File: src/rtl/pc_unit_pkg.sv
// Shared CPU definitions for the program-counter unit: default geometry,
// reset vector and the per-edge command decode.
package pc_unit_pkg;

  localparam int DEF_WIDTH        = 8;
  localparam int DEF_DEPTH        = 4;
  localparam int DEF_RESET_VECTOR = 0;

  typedef enum logic [2:0] {
    CMD_HOLD,
    CMD_RET,
    CMD_CALL,
    CMD_JUMP,
    CMD_BRANCH,
    CMD_INC
  } cmd_e;

  // Only the highest-priority active command acts; reset is handled by the registers.
  function automatic cmd_e decode_cmd(input logic stall, input logic ret,
                                      input logic call, input logic jump,
                                      input logic branch);
    if (stall)       return CMD_HOLD;
    else if (ret)    return CMD_RET;
    else if (call)   return CMD_CALL;
    else if (jump)   return CMD_JUMP;
    else if (branch) return CMD_BRANCH;
    else             return CMD_INC;
  endfunction

endpackage

File: src/rtl/pc_unit_register_w.sv
// Single-bit flop with synchronous reset, and a WIDTH-bit enabled register
// assembled from those flops plus a hold/load mux.
module dff #(
  parameter logic RST_VAL = 1'b0
) (
  input  logic clk,
  input  logic rst,
  input  logic d,
  output logic q
);
  always_ff @(posedge clk) begin
    if (rst) q <= RST_VAL;
    else     q <= d;
  end
endmodule

module register_w #(
  parameter int              W       = 8,
  parameter logic [W-1:0]    RST_VAL = '0
) (
  input  logic         clk,
  input  logic         rst,
  input  logic         en,
  input  logic [W-1:0] d,
  output logic [W-1:0] q
);
  logic [W-1:0] d_next;

  assign d_next = en ? d : q;

  for (genvar gi = 0; gi < W; gi++) begin : g_bit
    dff #(.RST_VAL(RST_VAL[gi])) u_dff (
      .clk (clk),
      .rst (rst),
      .d   (d_next[gi]),
      .q   (q[gi])
    );
  end
endmodule

File: src/rtl/pc_unit.sv
// Program counter with increment, jump, relative branch and a LIFO return
// stack for call/ret; overflow and underflow raise a sticky err flag.
module pc_unit
  import pc_unit_pkg::*;
#(
  parameter int               WIDTH        = DEF_WIDTH,
  parameter int               DEPTH        = DEF_DEPTH,
  parameter logic [WIDTH-1:0] RESET_VECTOR = WIDTH'(DEF_RESET_VECTOR)
) (
  input  logic             clk,
  input  logic             rst,
  input  logic             stall,
  input  logic             jump,
  input  logic             branch,
  input  logic             call,
  input  logic             ret,
  input  logic [WIDTH-1:0] target,
  input  logic [WIDTH-1:0] offset,
  output logic [WIDTH-1:0] pc,
  output logic             stack_full,
  output logic             stack_empty,
  output logic             err
);
  localparam int PTR_W = $clog2(DEPTH);
  localparam logic [PTR_W:0] FULL_CNT = (PTR_W+1)'(DEPTH);

  cmd_e             cmd;
  logic [WIDTH-1:0] pc_next;
  logic [WIDTH-1:0] pc_inc;
  logic [PTR_W:0]   depth_reg;
  logic             err_reg;
  logic             push_ok;
  logic             pop_ok;
  logic             set_err;
  logic [PTR_W-1:0] wr_idx;
  logic [PTR_W-1:0] rd_idx;
  logic [WIDTH-1:0] entry_q [DEPTH];

  assign stack_full  = (depth_reg == FULL_CNT);
  assign stack_empty = (depth_reg == '0);
  assign err         = err_reg;
  assign pc_inc      = pc + WIDTH'(1);
  assign wr_idx      = depth_reg[PTR_W-1:0];
  // DEPTH is a power of two, so the top-of-stack index wraps cleanly.
  assign rd_idx      = wr_idx - PTR_W'(1);
  assign cmd         = decode_cmd(stall, ret, call, jump, branch);

  always_comb begin
    pc_next = pc_inc;
    push_ok = 1'b0;
    pop_ok  = 1'b0;
    set_err = 1'b0;
    case (cmd)
      CMD_HOLD: pc_next = pc;
      CMD_RET: begin
        if (!stack_empty) begin
          pc_next = entry_q[rd_idx];
          pop_ok  = 1'b1;
        end else begin
          set_err = 1'b1;
        end
      end
      CMD_CALL: begin
        if (!stack_full) begin
          pc_next = target;
          push_ok = 1'b1;
        end else begin
          set_err = 1'b1;
        end
      end
      CMD_JUMP:   pc_next = target;
      // Same-width add is the sign-extended displacement modulo 2^WIDTH.
      CMD_BRANCH: pc_next = pc + offset;
      default:    pc_next = pc_inc;
    endcase
  end

  register_w #(.W(WIDTH), .RST_VAL(RESET_VECTOR)) u_pc (
    .clk (clk),
    .rst (rst),
    .en  (!stall),
    .d   (pc_next),
    .q   (pc)
  );

  // Entries are never cleared: depth_reg alone decides what is readable.
  for (genvar gi = 0; gi < DEPTH; gi++) begin : g_entry
    register_w #(.W(WIDTH), .RST_VAL('0)) u_entry (
      .clk (clk),
      .rst (1'b0),
      .en  (push_ok && (wr_idx == PTR_W'(gi))),
      .d   (pc_inc),
      .q   (entry_q[gi])
    );
  end

  always_ff @(posedge clk) begin
    if (rst) begin
      depth_reg <= '0;
      err_reg   <= 1'b0;
    end else begin
      if (push_ok)     depth_reg <= depth_reg + 1'b1;
      else if (pop_ok) depth_reg <= depth_reg - 1'b1;
      if (set_err)     err_reg   <= 1'b1;
    end
  end

endmodule

File: config.mk
export PLATFORM = sky130hd
export DESIGN_NAME = pc_unit
export DESIGN_NICKNAME = d
export VERILOG_FILES = /design/src/rtl/pc_unit_pkg.sv /design/src/rtl/pc_unit_register_w.sv /design/src/rtl/pc_unit.sv
export SDC_FILE = /design/constraint.sdc
export NUM_CORES = 1
export LEC_CHECK = 0
export ABC_CLOCK_PERIOD_IN_PS = 6000
export CAP_MARGIN = 10
export CORE_UTILIZATION = 62
export DETAILED_ROUTE_END_ITERATION = 7
export PLACE_DENSITY = 0.86
export SYNTH_ARGS = -nofsm -noshare
export SYNTH_HDL_FRONTEND = slang
export SYNTH_HIERARCHICAL = 1
export SYNTH_SLANG_ARGS = --single-unit
File: constraint.sdc
create_clock -name clk -period 6 [get_ports clk]
set_clock_uncertainty 0.15 [all_clocks]
set_input_delay 0.6 -clock clk [delete_from_list [all_inputs] [get_ports clk]]
set_output_delay 0.6 -clock clk [all_outputs]
set_load 0.1 [all_outputs]
==> results of run 1 <==
-- metrics by stage --
| step | power, uW | worst slack [ps] | cells | area (um^2) |
|---|---|---|---|---|
| 2_1_floorplan | 500 | 2830 | 307 | 3390 |
| 3_3_place_gp | 545 | 2650 | 401 | 3710 |
| 3_5_place_dp | 551 | 2650 | 401 | 3710 |
| 4_1_cts | 744 | 2480 | 409 | 3800 |
| 5_1_grt | 769 | 2390 | 409 | 3800 |
| 6_report | 738 | 2480 | 409 | 3800 |
-- logic make-up (layout without fill, tap and decap cells) --
| kind of cell | Yosys count | count (layout) | share of synthesized area (%) |
|---|---|---|---|
| buffers and inverters | 20 | 52 | 3.98 |
| adder cells (fa/ha/maj) | 14 | 14 | 5.82 |
| AND/OR/NAND/NOR | 97 | 97 | 25.3 |
| multiplexers | 49 | 49 | 24.9 |
| flip-flops | 44 | 44 | 26.9 |
| XOR/XNOR | 12 | 12 | 3.21 |
| other | 1 | 32 | 0.115 |
| AO/OA/AOI/OAI | 39 | 39 | 9.80 |
-- report_power, final --
group / switching [uW] / internal, uW / total [uW] / leakage (uW)
registers: 17.9 / 300 / 318 / 0.000356
logic: 138 / 90.8 / 229 / 0.00110
clock network: 97.2 / 93.9 / 191 / 0.0000455
total: 253 / 485 / 738 / 0.00150
-- placed cells by master (no fill, tap or decap), types with 4 or more instances in the layout --
master / count
o21a_1: 4
nand3_1: 7
inv_1: 11
nand2_1: 20
dfxtp_1: 44
a21oi_1: 7
a222oi_1: 4
nor2_1: 15
mux4_1: 6
clkbuf_8: 6
clkdlybuf4s50_1: 33
nor2b_4: 40
ha_1: 12
xnor2_1: 8
xor2_1: 4
mux2_4: 40
conb_1: 32
-- metal layers --
metal	GRT usage, %	wire length (um)	vias to the layer above
li1	-	-	1082
met1	30.7	2890	1060
met2	44.6	3360	84
met3	3.88	340	18
met4	9.43	187	0
met5	0	0	-
-- synthesized netlist by cell type (4+ instances only) --
cell,n
a21oi_1,7
a222oi_1,4
buf_6,6
dfxtp_1,44
ha_1,12
inv_1,11
mux2_4,40
mux4_1,6
nand2_1,20
nand3_1,7
nor2_1,15
nor2b_4,40
o21a_1,4
xnor2_1,8
xor2_1,4
-- worst max-delay path by stage --
stage / to / start / slack, ps
6_report: stack_empty / depth_reg[0] / 2480
5_1_grt: stack_empty / depth_reg[0] / 2390
4_1_cts: stack_empty / depth_reg[0] / 2480
3_5_place_dp: u_pc/g_bit[7].u_dff/q / offset[1] / 2650
3_3_place_gp: u_pc/g_bit[7].u_dff/q / offset[1] / 2650
2_1_floorplan: u_pc/g_bit[7].u_dff/q / u_pc/g_bit[2].u_dff/q / 2830
-- worst max-delay path, stage by stage (launching register included) --
cell and delay (ps):
dfxtp_1 800, inv_1 150, ha_1 350, nand2b_4 130, inv_1 60, clkdlybuf4s50_1 960
-- area by class of cell --
type	instances	area, um^2	share of cell area [%]
clock buffers	8	90.1	2.37
inverters	11	41.3	1.09
multi-input cells	243	2370	62.4
flip-flops and latches	44	881	23.2
well taps	70	87.6	2.30
repair buffers	33	330	8.68
==> impl_results.md, run 1 <==
- Peak Freq: between 0.2 and 0.3 GHz
- CTS Hold Bufs: 0
- CP arrival: about 2800 ps
- Critical R2R Capture: u_pc/g_bit[6].u_dff/q
- IO buf count: 33
- Slew Limit Headroom: 27.1%
- Row cnt: 26
- Pleak: roughly 0.0015 uW
- Max Slew Vio Count: 0
- Setup_tns: 0 ps
- Crit path max fanout: 13
- Share of cells above drive strength 1: 28.0%
- Drt via density: 5.49
- Setup crit start kind: flip-flop
- Cts repair resizes: 0
- Period utilization: 58.6%
- Netlist cell types: between 40 and 50
- Clk Tree Root Cell: clkbuf_8
- Clock net sink count: 44
- Minimum clock period after layout: 3520 ps
- Synth Instances: 276
- Ant. Diodes: 0
- Vias: 2244
- Routed Antenna Nets: 0
- Avg Inst Size Synth: 11.8 um^2
- CTS Buf Count: 5
- Hold crit path type: flip-flop to flip-flop
- CTS H-tree lvls: 2
- Worst Reg2Reg Path Length in Cells: 9
- Final Hold Vio Count: 0
- GPL Wtd Cong: 0.856
- DIE WIDTH: 74.6 um
- Final setup viols: 0
- Status: finished, final reports clean
- Peak supply drop: approximately 0.12 mV
- Iteration-0 DRC Markers: 190
- Leading area contributor after synthesis: dfxtp_1
- Worst EP required: 5250 ps
- GRT overflow: 0
- Hold path start: err
- WL per Instance: 16.6 um
- Cell Pwr Density: between 150 and 200 mW/mm^2
- Worst skew pair latency: 300 ps
- DR pass1 iterations: 4
- FF-to-FF Start: depth_reg[0]
- Post-synth EDFFs: 0
- YS warnings: 6
- Async SR Flop Fraction: 0%
- CTS tree: done
- Global-route wire length before repair: 10400 um
- Synth top area share: 26.9%
- Worst hold stages: 2
- Postcts setup bufs: 0
- Actual slew at the worst max-slew pin: 1090 ps
- Fillers: 348
- Core Footprint: 0.00511 mm^2
- FF-to-FF setup slack: around 2700 ps
- Min-Delay Endpoint: err
- Final Hold Slack: roughly 340 ps
- RSZ-0062 raised after global routing: false
- Post-route DRC: 0
- Dominant synthesized flop cell: dfxtp_1
- Area Growth Syn to Fin: 16.4%
- Area contributors post-synth: dfxtp_1 27%, mux2_4 18%, nor2b_4 17%
- Routed wire length: a little under 7000 um
- Post-Route Utilization: 74.5%
- Die area: 0.00557 mm^2
- Largest net degree at the start of global routing: 14
- Initial antenna violation count: 0
- Register area share after synthesis: 26.9%
- Vias in the first global route: 2200
- Nets@finish: 375
- Max-cap viol count: 0
- Clock-pin slew on the worst setup and hold paths: 80 ps
- DP Wirelength: 4930 um
- Synthesized flop and latch total: 44
- WS Path Type: flip-flop to output port
- I/O Pins: 34
- CP Capture Type: output port
- Synth Cell Area: 0.00327 mm^2
- Die height: between 70 and 80 um
- Max FFs per register: 32
- GRT Resource Usage Total: 25.1%
- Initial core utilization: 64.0%
- Clk buf depth: 2
No activity file was read; power rests on OpenSTA's default activity.
==> run 2: changes to the inputs <==
Settings changed: ABC_CLOCK_PERIOD_IN_PS 6000 to 3500, CORE_UTILIZATION 62 to 58, PLACE_DENSITY 0.86 to 0.81.
Clock period 6 ns to 3.5 ns, I/O delays scaled along.
==> run 2 against run 1 <==
Effect of this change:
- global-route usage fell by 1.8 points
- via count is 1.7% lower
- cell count is 1.5% higher
- critical endpoint is now u_pc/g_bit[6].u_dff/q
- largest cell class unchanged
- largest power group unchanged
==> impl_results.md, run 2 (synthesis gave the netlist of run 1 again) <==
- Status: finished, final reports clean (unchanged)
- GRT Resource Usage Total: 23.3% (was 25.1%)
- CP peak stage delay: 500 ps (was 960 ps)
- Post-route DRC: 0 (unchanged)
- Final setup viols: 0 (unchanged)
- Vias in the first global route: 2271 (was 2200)
- Footprint of the multi-input gates: 0.00237 mm^2 (unchanged)
- CTS H-tree lvls: 2 (unchanged)
- I/O Pins: 34 (unchanged)
- IO buf count: 33 (unchanged)
- Vias: 2206 (was 2244)
- Final Hold Slack: 343 ps (was 344 ps)
- Clk Tree Root Cell: clkbuf_8 (unchanged)
- CTS tree: done (unchanged)
- Clock-pin slew on the worst setup and hold paths: 90 ps (was 80 ps)
- Seq pwr share: 41.7% (was 43.1%)
- Commonest non-fill, non-tap cells in the layout: 44 x dfxtp_1, 40 x mux2_4, 40 x nor2b_4, 32 x conb_1, 31 x clkdlybuf4s50_1 (was 44 x dfxtp_1, 40 x mux2_4, 40 x nor2b_4, 33 x clkdlybuf4s50_1, 32 x conb_1)
- Core Footprint: 0.00527 mm^2 (was 0.00511 mm^2)
- Drt via density: 5.32 (was 5.49)
- Nets@finish: 381 (was 375)
- Setup crit start: depth_reg[1] (was depth_reg[0])
- Crit-path cells: inv_1 -> ha_1 -> mux4_2 -> a221o_1 -> a221oi_2 -> o31ai_1 -> o21a_1 -> mux2_4 -> nor2b_4 (was inv_1 -> ha_1 -> nand2b_4 -> inv_1 -> clkdlybuf4s50_1)
- Crit path max fanout: 8 (was 13)
- Die height: 77.1 um (was 74.6 um)
- FF-to-FF Start: depth_reg[1] (was depth_reg[0])
- Peak Freq: 0.358 GHz
- DR pass1 iterations: 5 (was 4)
- Routed Antenna Nets: 0 (unchanged)
- Cell Pwr Density: 333 mW/mm^2 (was 194 mW/mm^2)
- WL per Instance: 15.6 um (was 16.6 um)
- GPL Wtd Cong: 0.853 (was 0.856)
- CP Capture Type: flip-flop (was output port)
- Setup_tns: 0 ps (unchanged)
- GRT overflow: 0 (unchanged)
- FF-to-FF setup slack: 710 ps (was 2740 ps)
- Sw power: 463 uW (was 253 uW)
- Cts repair resizes: 0 (unchanged)
- Seq. cell area: 881 um^2 (unchanged)
- Clk buf depth: 2 (unchanged)
- Final Hold Vio Count: 0 (unchanged)
- Peak supply drop: 0.200 mV (was 0.118 mV)
- Clk pwr share: 26.9% (was 25.9%)
- Max FFs per register: 32 (unchanged)
- DP Wirelength: 4950 um (was 4930 um)
- Initial antenna violation count: 0 (unchanged)
- Initial core utilization: 62.0% (was 64.0%)
- Combinational Power Share: 31.4% (was 31.0%)
- Die area: 0.00594 mm^2 (was 0.00557 mm^2)
- Clock net sink count: 44 (unchanged)
- CP arrival: 2810 ps (was 2770 ps)
- Iteration-0 DRC Markers: 133 (was 190)
- Slew Limit Headroom: 31.5% (was 27.1%)
- RSZ-0062 raised after global routing: false (unchanged)
- Hold crit path type: flip-flop to flip-flop (unchanged)
- Ant. Diodes: 0 (unchanged)
- Setup crit start kind: flip-flop (unchanged)
- Postcts setup bufs: 0 (unchanged)
- CTS Hold Bufs: 0 (unchanged)
- Global-route wire length before repair: 10800 um (was 10400 um)
- P_int: 818 uW (was 485 uW)
- CP endpoint: u_pc/g_bit[6].u_dff/q (was stack_empty)
- Commonest non-fill, non-tap cell in the layout: dfxtp_1 (unchanged)
- Routed wire length: 6480 um (was 6780 um)
- Max Slew Vio Count: 0 (unchanged)
- Minimum clock period after layout: around 2800 ps
- CTS Buf Count: 5 (unchanged)
- Pleak: 0.00153 uW (was 0.00150 uW)
- Row cnt: 26 (unchanged)
- Worst path slowest cell: ha_1 (was clkdlybuf4s50_1)
- Critical R2R Capture: u_pc/g_bit[6].u_dff/q (unchanged)
- Largest net degree at the start of global routing: 17 (was 14)
- Period utilization: approximately four fifths
- DIE WIDTH: 77.1 um (was 74.6 um)
- Max-cap viol count: 0 (unchanged)
- Worst EP required: 3520 ps (was 5250 ps)
- Sw frac: 36.1% (was 34.3%)
- Worst Reg2Reg Path Length in Cells: 9 (unchanged)
- Fillers: 370 (was 348)
- Area Growth Syn to Fin: 17.7% (was 16.4%)
- Share of cells above drive strength 1: 30.4% (was 28.0%)
- Actual slew at the worst max-slew pin: 1020 ps (was 1090 ps)
- Worst skew pair latency: 300 ps (about the same)
- WS Path Type: flip-flop to flip-flop (was flip-flop to output port)
run 2: changes by cell type in the layout (fill, tap and decap cells not counted), sizes merged:
cell	previous run	this run
buf	0	8
clkbuf	8	5
clkdlybuf4s50	33	31
clkinvlp	0	1
inv	11	13
run 2: worst min path at each step:
stage	endpoint	from	slack [ps]	cells after the start
after floorplan	u_pc/g_bit[0].u_dff/q	rst	260	1
after detailed placement	err	err	330	2
after global routing	err	err	380	2
final	err	err	340	2
after CTS	err	err	350	2
after global placement	err	err	300	2
run 2: power by group through the flow:
stage / sequential, uW / clock, uW / combinational, uW
final: 535 / 344 / 402
after floorplan: 590 / 0 / 268
after global routing: 538 / 371 / 430
after detailed placement: 546 / 0 / 400
after CTS: 535 / 352 / 402
after global placement: 546 / 0 / 395
run 2: cell type report:
cell class	count	share of cell area (%)
clock inverter	3	0.650
timing repair buffer	39	9.62
sequential	44	22.9
inverter	11	1.07
tap	70	2.28
clock buffer	5	1.79
multi-input combinational	243	61.7
run 2: per-stage QoR:
step	utilization (%)	area [um^2]	total power, uW	std cells	setup slack (ps)
floorplan	-	3390	857	307	329
global placement	71.2	3750	941	407	560
detailed placement	71.2	3750	947	407	516
CTS	73.0	3850	1290	415	708
global route	73.0	3850	1340	415	610
finish	73.0	3850	1280	415	710
run 2: metal layers:
layer / part of all wire (%) / up-vias / global-route usage, % / wire [um]
li1: - / 1091 / - / -
met1: 42 / 1047 / 27.3 / 2690
met2: 53 / 59 / 43.5 / 3440
met3: 4.0 / 9 / 3.33 / 259
met4: 1.4 / 0 / 6.98 / 90
met5: 0 / - / 0 / 0
run 2: critical path, delay by kind of cell (launching register included):
kind	cells	cell delay, ps
AOI/OAI and AO/OA	4	740
adders and majority gates	1	500
buffers and inverters	1	100
DFF	1	430
muxes	2	610
and+or+nand+nor	1	120
==> variant (flow settings as in run 2) <==
Add an input register stage for `target` and `offset`, without a reset; this delays them by one clock. The other inputs are not delayed to match.
--- a/src/rtl/pc_unit.sv
+++ b/src/rtl/pc_unit.sv
@@ -23,6 +23,14 @@
 );
   localparam int PTR_W = $clog2(DEPTH);
   localparam logic [PTR_W:0] FULL_CNT = (PTR_W+1)'(DEPTH);
+
+  logic [WIDTH-1:0] target_q;
+  logic [WIDTH-1:0] offset_q;
+
+  always_ff @(posedge clk) begin
+    target_q <= target;
+    offset_q <= offset;
+  end
 
   cmd_e             cmd;
   logic [WIDTH-1:0] pc_next;
@@ -62,15 +70,15 @@
       end
       CMD_CALL: begin
         if (!stack_full) begin
-          pc_next = target;
+          pc_next = target_q;
           push_ok = 1'b1;
         end else begin
           set_err = 1'b1;
         end
       end
-      CMD_JUMP:   pc_next = target;
+      CMD_JUMP:   pc_next = target_q;
       // Same-width add is the sign-extended displacement modulo 2^WIDTH.
-      CMD_BRANCH: pc_next = pc + offset;
+      CMD_BRANCH: pc_next = pc + offset_q;
       default:    pc_next = pc_inc;
     endcase
   end
Formal check against the unedited RTL: not equivalent (Yosys sat finds a counterexample within 4 cycles, from zero or initial values and one cycle with rst high).
==> variant against run 2 <==
Sequential share of layout area increased by 5.4 points. Setup slack better by 0.031 ns. Synthesized area is 8.5% higher. Clock power grew 110%. Fmax rose by 1.1%. Cell area grew 11%. Routed wire length up 11%. Combinational power down 3%. Cell count increased by 4.1%. Core utilization decreased by 1.2 points. Sequential cell count increased by 16. Non-clock buffer count down 3. Total power rose by 45%. Critical path type unchanged. Highest routed layer unchanged.
==> variant: results (changes against run 2) <==
| Metric | Value |
|---|---|
| DRT iter0 DRCs | 82 (-38%) |
| Clock Latency Late Sink | 0.34 ns (+0.04 ns) |
| CP max-delay cell | dfxtp_1 |
| Vias/cell | 5.269 (-0.89%) |
| R2R setup slack | 0.74 ns (+0.03 ns) |
| Max-slew headroom | 29.62% (-1.8 points) |
| Hold path cells | 1 (-1) |
| CP Max Fanout | 9 (+1) |
| Worst hold start | offset[0] |
| Largest stage delay, worst path | 0.48 ns (-0.02 ns) |
| Comb group | 389 uW (-3%) |
| Met2 wire len | 3.620 mm (+5.2%) |
| Sequential power | 730 uW (+36%) |
| Total Power | 1853 uW (+45%) |
| Clk buf depth | 2 (unchanged) |
| Leading post-synthesis cells by cell area | dfxtp_1 34%, mux2_4 17%, nor2b_4 16% |
| Top reg by flops | g_entry.u_entry/g_bit.u_dff/q |
| Drt total wl | 7.165 mm (+11%) |
| Total CTS buffers | 9 (+4) |
| Hold WC Path Type | input pin to register |
| Post-route insts no fill | 432 (+4.1%) |
| Synth cell types | 49 (+4.3%) |
| Seq/Total Area, Yosys | 33.86% (+6.9 points) |
| Synth top cells by count | 60 x dfxtp_1, 40 x mux2_4, 40 x nor2b_4 |
| Outcome | completed |
| Avg Cell Area, Syn | 12.45 um2 (+5.1%) |
| Final worst-path cycle share | 78.83% (-0.89 points) |
| GR Util met2 | 42.56% (-0.92 points) |
| Placer Congestion | 0.8195 (-3.9%) |
| Ratio of cells with drive above 1 in the final layout | 33.89% (+3.5 points) |
| Largest net degree at the start of global routing | 13 (-4) |
| Hold WS | 0.2922 ns (-0.05096 ns) |
| First-pass GRT wire length | 11.76 mm (+9.2%) |
| M3 GR Usage | 4.886% (+1.6 points) |
| Vias in the first global route | 2419 (+6.5%) |
| Final net count | 389 (+2.1%) |
| Pre-CTS WS | 0.7496 ns (+0.2336 ns) |
| Clock slew at the register clock pins of the worst setup and hold paths | 0.07 ns (-0.02 ns) |
| R2r startpoint | u_pc/g_bit[0].u_dff/q |
| M1 GR Usage | 29.11% (+1.8 points) |
| Number of cells on the worst reg-to-reg path | 11 (+2) |
| Post-placement cell count | 416 (+2.2%) |
| Delay-heaviest family, CP | adder cells |
| First-pass detailed-route iteration total | 4 (-1) |
| Total track usage | 24.98% (+1.7 points) |
| Psw | 537.1 uW (+16%) |
| Hold Path Sink | offset_q[0] |
| Peak supply drop | 0.3086 mV (+54%) |
| Metal3 WL | 234 um (-9.7%) |
==> variant: cell types whose count changed after synthesis, moves of 2 or more <==
cell	before	now
a21oi_1	7	5
buf_2	0	4
clkbuf_1	2	0
dfxtp_1	44	60
mux4_1	6	0
mux4_2	2	8
nand2_1	20	11
nand3_1	7	4
nor2_1	15	11
nor2_2	0	2
o211ai_1	1	3
o21a_1	4	1
o21ai_0	3	9
==> variant: area by class of cell <==
cell class,count,area (um2)
multi-input cells,233,2330
fillers,409,1668
flip-flops and latches,60,1201
repair buffers,36,347.8
clock buffers,12,165.2
well taps,75,93.84
clock inverters,4,70.07
inverters,12,45.04
==> variant: cell families after synthesis <==
family | after synthesis | share of synthesized area (%)
xor+xnor | 12 | 2.963
buf+inv | 23 | 3.739
mux | 50 | 22.58
simple gates | 84 | 21.94
fa+ha+maj | 14 | 5.361
flops | 60 | 33.86
compound gates | 41 | 9.453
other cells | 1 | 0.1057
